<file path="src/rtl/conv_out_requant.sv">
// conv_out_requant: bias add, unsigned scale, rounding shift and ReLU/signed clamp
// on a stream of 32-bit accumulators, producing 8-bit pixels for a downstream FIFO.
// Writes are credit-limited against the FIFO occupancy; one row x col map per Start.
module conv_out_requant #(
    parameter int FIFO_DEPTH   = 1024,
    parameter int DCOUNT_WIDTH = 10
) (
    input  logic                    clk,
    input  logic                    srst,
    input  logic                    Start,
    input  logic [7:0]              output_layer_row_size,
    input  logic [7:0]              output_layer_col_size,
    input  logic signed [31:0]      bias,
    input  logic [15:0]             scale,
    input  logic [4:0]              shift,
    input  logic                    relu_en,
    input  logic signed [31:0]      acc_data,
    input  logic                    acc_valid,
    output logic                    acc_ready,
    output logic [7:0]              out_fifo_din,
    output logic                    out_fifo_wr_en,
    input  logic [DCOUNT_WIDTH-1:0] out_fifo_dcount,
    output logic                    busy,
    output logic                    done
);

    typedef enum logic [1:0] {IDLE, RUN, DRAIN} state_t;

    state_t             state_q;
    logic [7:0]         row_size_q, col_size_q;
    logic signed [31:0] bias_q;
    logic [15:0]        scale_q;
    logic [4:0]         shift_q;
    logic               relu_q;
    logic [15:0]        total_q, acc_cnt_q, acc_cnt_d;
    logic [7:0]         row_cnt_q, col_cnt_q;
    logic               done_q;

    logic               vld_p0_q, vld_p1_q, wr_en_q;
    logic signed [32:0] sum_p0_q;
    logic signed [48:0] prod_p1_q;
    logic [7:0]         din_q;

    logic [1:0]              occ;
    logic [DCOUNT_WIDTH:0]   credit_use;
    logic                    hs;
    logic                    last_px;

    // Add half an LSB of the result (if any bits are shifted out), then arithmetic shift.
    function automatic logic signed [49:0] round_shift(input logic signed [48:0] p,
                                                       input logic [4:0] sh);
        logic signed [49:0] rnd;
        logic signed [49:0] t;
        rnd = (sh == 5'd0) ? 50'sd0 : (50'sd1 <<< (sh - 5'd1));
        t   = $signed({p[48], p}) + rnd;
        return t >>> sh;
    endfunction

    // ReLU clamps to 0..255; otherwise signed clamp to -128..127 in two's complement.
    function automatic logic [7:0] saturate(input logic signed [49:0] r, input logic relu);
        if (relu) begin
            if (r < 50'sd0)        return 8'h00;
            else if (r > 50'sd255) return 8'hFF;
            else                   return r[7:0];
        end else begin
            if (r < -50'sd128)     return 8'h80;
            else if (r > 50'sd127) return 8'h7F;
            else                   return r[7:0];
        end
    endfunction

    // Everything in flight counts against credit: dcount only reflects a write a cycle late.
    assign occ        = {1'b0, vld_p0_q} + {1'b0, vld_p1_q} + {1'b0, wr_en_q};
    assign credit_use = {1'b0, out_fifo_dcount} + {{(DCOUNT_WIDTH-1){1'b0}}, occ};
    assign acc_ready  = (state_q == RUN) && (acc_cnt_q < total_q) &&
                        (int'(credit_use) < FIFO_DEPTH);
    assign hs         = acc_valid && acc_ready;
    assign acc_cnt_d  = acc_cnt_q + 16'd1;
    assign last_px    = wr_en_q && (row_cnt_q == row_size_q - 8'd1) &&
                        (col_cnt_q == col_size_q - 8'd1);

    // Per-map configuration captured when a Start is accepted.
    always_ff @(posedge clk) begin
        if (state_q == IDLE && Start) begin
            row_size_q <= output_layer_row_size;
            col_size_q <= output_layer_col_size;
            bias_q     <= bias;
            scale_q    <= scale;
            shift_q    <= shift;
            relu_q     <= relu_en;
            total_q    <= {8'd0, output_layer_row_size} * {8'd0, output_layer_col_size};
        end
    end

    // Control FSM with accept counter, pixel position counters and done pulse.
    always_ff @(posedge clk) begin
        if (srst) begin
            state_q   <= IDLE;
            acc_cnt_q <= '0;
            row_cnt_q <= '0;
            col_cnt_q <= '0;
            done_q    <= 1'b0;
        end else begin
            done_q <= 1'b0;
            if (wr_en_q) begin
                if (col_cnt_q == col_size_q - 8'd1) begin
                    col_cnt_q <= '0;
                    row_cnt_q <= (row_cnt_q == row_size_q - 8'd1) ? 8'd0 : row_cnt_q + 8'd1;
                end else begin
                    col_cnt_q <= col_cnt_q + 8'd1;
                end
            end
            case (state_q)
                IDLE: begin
                    if (Start) begin
                        state_q   <= RUN;
                        acc_cnt_q <= '0;
                        row_cnt_q <= '0;
                        col_cnt_q <= '0;
                    end
                end
                RUN: begin
                    if (hs) begin
                        acc_cnt_q <= acc_cnt_d;
                        if (acc_cnt_d == total_q) state_q <= DRAIN;
                    end
                end
                DRAIN: begin
                    if (last_px) begin
                        state_q <= IDLE;
                        done_q  <= 1'b1;
                    end
                end
                default: state_q <= IDLE;
            endcase
        end
    end

    // Valid bits and the output register; reset drops everything in flight.
    always_ff @(posedge clk) begin
        if (srst) begin
            vld_p0_q <= 1'b0;
            vld_p1_q <= 1'b0;
            wr_en_q  <= 1'b0;
            din_q    <= 8'h00;
        end else begin
            vld_p0_q <= hs;
            vld_p1_q <= vld_p0_q;
            wr_en_q  <= vld_p1_q;
            if (vld_p1_q) din_q <= saturate(round_shift(prod_p1_q, shift_q), relu_q);
        end
    end

    // Arithmetic datapath: s1 bias add, s2 scale multiply (scale zero-extended).
    always_ff @(posedge clk) begin
        if (hs)       sum_p0_q  <= {acc_data[31], acc_data} + {bias_q[31], bias_q};
        if (vld_p0_q) prod_p1_q <= $signed({{16{sum_p0_q[32]}}, sum_p0_q}) *
                                   $signed({33'd0, scale_q});
    end

    assign out_fifo_din   = din_q;
    assign out_fifo_wr_en = wr_en_q;
    assign busy           = (state_q != IDLE);
    assign done           = done_q;

endmodule

</file>
<file path="config.mk">
export PLATFORM = sky130hd
export DESIGN_NAME = conv_out_requant
export DESIGN_NICKNAME = d
export VERILOG_FILES = /design/src/rtl/conv_out_requant.sv
export SDC_FILE = /design/constraint.sdc
export NUM_CORES = 2
export LEC_CHECK = 0
export ABC_AREA = 1
export CAP_MARGIN = 20
export CELL_PAD_IN_SITES_DETAIL_PLACEMENT = 0
export CELL_PAD_IN_SITES_GLOBAL_PLACEMENT = 2
export CORE_UTILIZATION = 41
export DETAILED_ROUTE_END_ITERATION = 16
export GPL_TIMING_DRIVEN = 0
export PLACE_DENSITY_LB_ADDON = 0.1
export SYNTH_ARGS = -nofsm -noshare
export SYNTH_HDL_FRONTEND = slang
export SYNTH_SLANG_ARGS = --single-unit
</file>
<file path="constraint.sdc">
create_clock -name clk -period 13.26 [get_ports clk]
set_input_delay 2.652 -clock clk [delete_from_list [all_inputs] [get_ports clk]]
set_output_delay 2.652 -clock clk [all_outputs]
set_load 0.01 [all_outputs]
</file>
==> metrics.txt <==
CTS Hold Bufs=0; Site Rows=111; Mapped Area=37800 sq um; Adder-Cell Fraction of Synth Area=0.363; grt ovf=0; pin count of the biggest net entering global routing=42; per-cell routed wire length=18.8 um; num ports=~130; CTS resizes=0; Hold Crit Start=row_cnt_q[7]; Synth area leader=fa_1; antenna viol nets, final=0; register area=5970 sq um; multiplexer share of the synthesized area=0; initial core utilization=0.413; H-tree depth=1; Async S/R FF share, synth=0; DR pass1 iterations=6; Period minus WS final=between 8 and 9 ns; crit share post-route=0.642; CP arrival=8.87 ns; Crit Path Class=flop to flop; Hold Vio Cnt, Final=0; Crit Reg-Reg Startpoint=scale_q[4]; critical path's top delay family=adder cells; Root Buffer=clkbuf_16; Synth Area in XOR/XNOR=0.0354; CP Max Fanout=10; status=finished, final reports clean; Req. time, crit path=13.61 ns; Rel. slew slack=0.314; Area contributors post-synth=fa_1 28%, nand2_1 14%, edfxtp_1 13%, inv_1 12%, ha_1 7.9%; Mapped Avg Cell Area=7.30 sq um; Die Area=93400 sq um; CP Capture Type=flop; worst hold path type=flop to flop; initial antenna violation count=3; synthesized-area fraction occupied by and/or/nand/nor cells=0.257; Slew Limit Fails=0; Final HPWL DP=105000 um; CP max-delay cell=clkbuf_1; Final Util=0.456; FMAX=117 MHz; Non-Filler Instances=~6600; Post-CTS Setup Bufs=0; YS warnings=0; Clock Skew=approximately 0.047 ns; CTS tree=built; vias=32900; Placed Cells=6495; worst path buffer plus inverter count=8; synthesized flop and latch total=between 200 and 250; post-synthesis compound-gate area fraction=0.0449; vias in the first global route=approximately 34000; die width=~310 um; Critical path origin=scale_q[4]; nets@finish=6230; Post-Syn Nets=6068; clk sinks=214; Core Region=91500 sq um; filler cell count=9592; cts bufs inserted=28; setup TNS=0 ns; Netlist cell types=49; DRT iter0 DRCs=2620; Die Y=306 um; top post-synthesis cells by count=1434 x nand2_1, 1184 x inv_1, 537 x fa_1; total track usage=0.272; Final setup viols=0; Mapped Cells=5177; Area Growth Syn to Fin=10.3%; main combinational cell family by area after synthesis=adder cells; GP Congestion=approximately 0.94; share of the synthesized area in the top cell type=0.284; crit start category=flop; Seq/Total Area, Yosys=0.158; dominant register cell in the synthesized netlist=edfxtp_1; RSZ-0062 raised after global routing=false; first-pass GRT wire length=194000 um; Residual DRC=0; clk slew on worst S/H paths=about 0.07 ns; Clock Latency Late Sink=around 0.63 ns; max cap viols=0; EDFF count, synth=168; Slew @ Worst Pin=around 1.0 ns; area of the multi-input gates=26500 sq um; slowest stage delay, CP=0.73 ns; count leader, synth=nand2_1; share of layout cells above drive strength 1=0.0270; Port Buffers=127; Clock Tree Buf Depth=3; drt total wl=123000 um; drt via density=5.03
==> path summary, 6_finish.rpt <==
| kind | to | slack, ns | depth (start not counted) |
|---|---|---|---|
| max | prod_p1_q[46] | 4.74 | 27 |
| min | row_cnt_q[7] | 0.50 | 2 |
| max reg2reg | prod_p1_q[46] | 4.74 | 27 |
| min reg2reg | row_cnt_q[7] | 0.50 | 2 |
==> per-layer routing <==
| layer | vias up | track usage | wire, um |
|---|---|---|---|
| li1 | 16000 | - | - |
| met1 | 15900 | 0.391 | 57900 |
| met2 | 871 | 0.434 | 54600 |
| met3 | 132 | 0.0389 | 8280 |
| met4 | 2 | 0.0529 | 2440 |
| met5 | - | 0 | 13 |
==> flip-flops by register name (all words and copies together), names as in the netlist <==
register and count:
vld_p1_q 1, col_size_q 8, out_fifo_wr_en 1, sum_p0_q 33
state_q 2, relu_q 1, out_fifo_din 8, done 1
row_size_q 8, scale_q 16, total_q 16, prod_p1_q 49
row_cnt_q 8, shift_q 5, vld_p0_q 1, bias_q 32
col_cnt_q 8, acc_cnt_q 16
==> layout by cell type (no fill, tap or decap), types with 59 or more instances in the layout <==
| cell type | n |
|---|---|
| clkdlybuf4s50_1 | 127 |
| fa_1 | 537 |
| inv_1 | 1183 |
| nand2_1 | 1434 |
| o21ai_0 | 59 |
| xor2_1 | 101 |
| nand3_1 | 451 |
| ha_1 | 238 |
| a21oi_1 | 137 |
| nor2_1 | 275 |
| clkbuf_1 | 184 |
| edfxtp_1 | 168 |
==> final cells by class <==
| type | count | share of cell area |
|---|---|---|
| multi-input combinational | 3545 | 0.635 |
| sequential | 214 | 0.143 |
| inverter | 1194 | 0.107 |
| tap | 1186 | 0.0356 |
| timing repair buffer | 132 | 0.0329 |
| buffer | 224 | 0.0211 |
| clock buffer | 33 | 0.0172 |
| clock inverter | 19 | 0.00762 |
| antenna | 4 | 0.000240 |
==> cell families after synthesis <==
kind of cell / count (synthesis)
AOI/OAI and AO/OA: 295
buffers and inverters: 1418
and+or+nand+nor: 2321
xor gates and xnor gates: 153
adders and majority gates: 775
DFF: 214
other: 1
==> through the flow <==
stage	setup WS [ns]	area, sq um	hold WS, ns
detailed placement	4.75	40700	0.491
finish	4.74	41700	0.497
floorplan	5.86	37800	0.464
global route	4.10	41700	0.546
CTS	4.77	41700	0.501
global placement	2.17	40600	0.488
==> worst min-delay path: stages, from the launching register on <==
cell and delay [ns]:
dfxtp_1 0.31, inv_1 0.08, a21oi_1 0.06
Power is not shown: default switching activity piles up to over one toggle a cycle in this logic, so the estimate is an artifact.
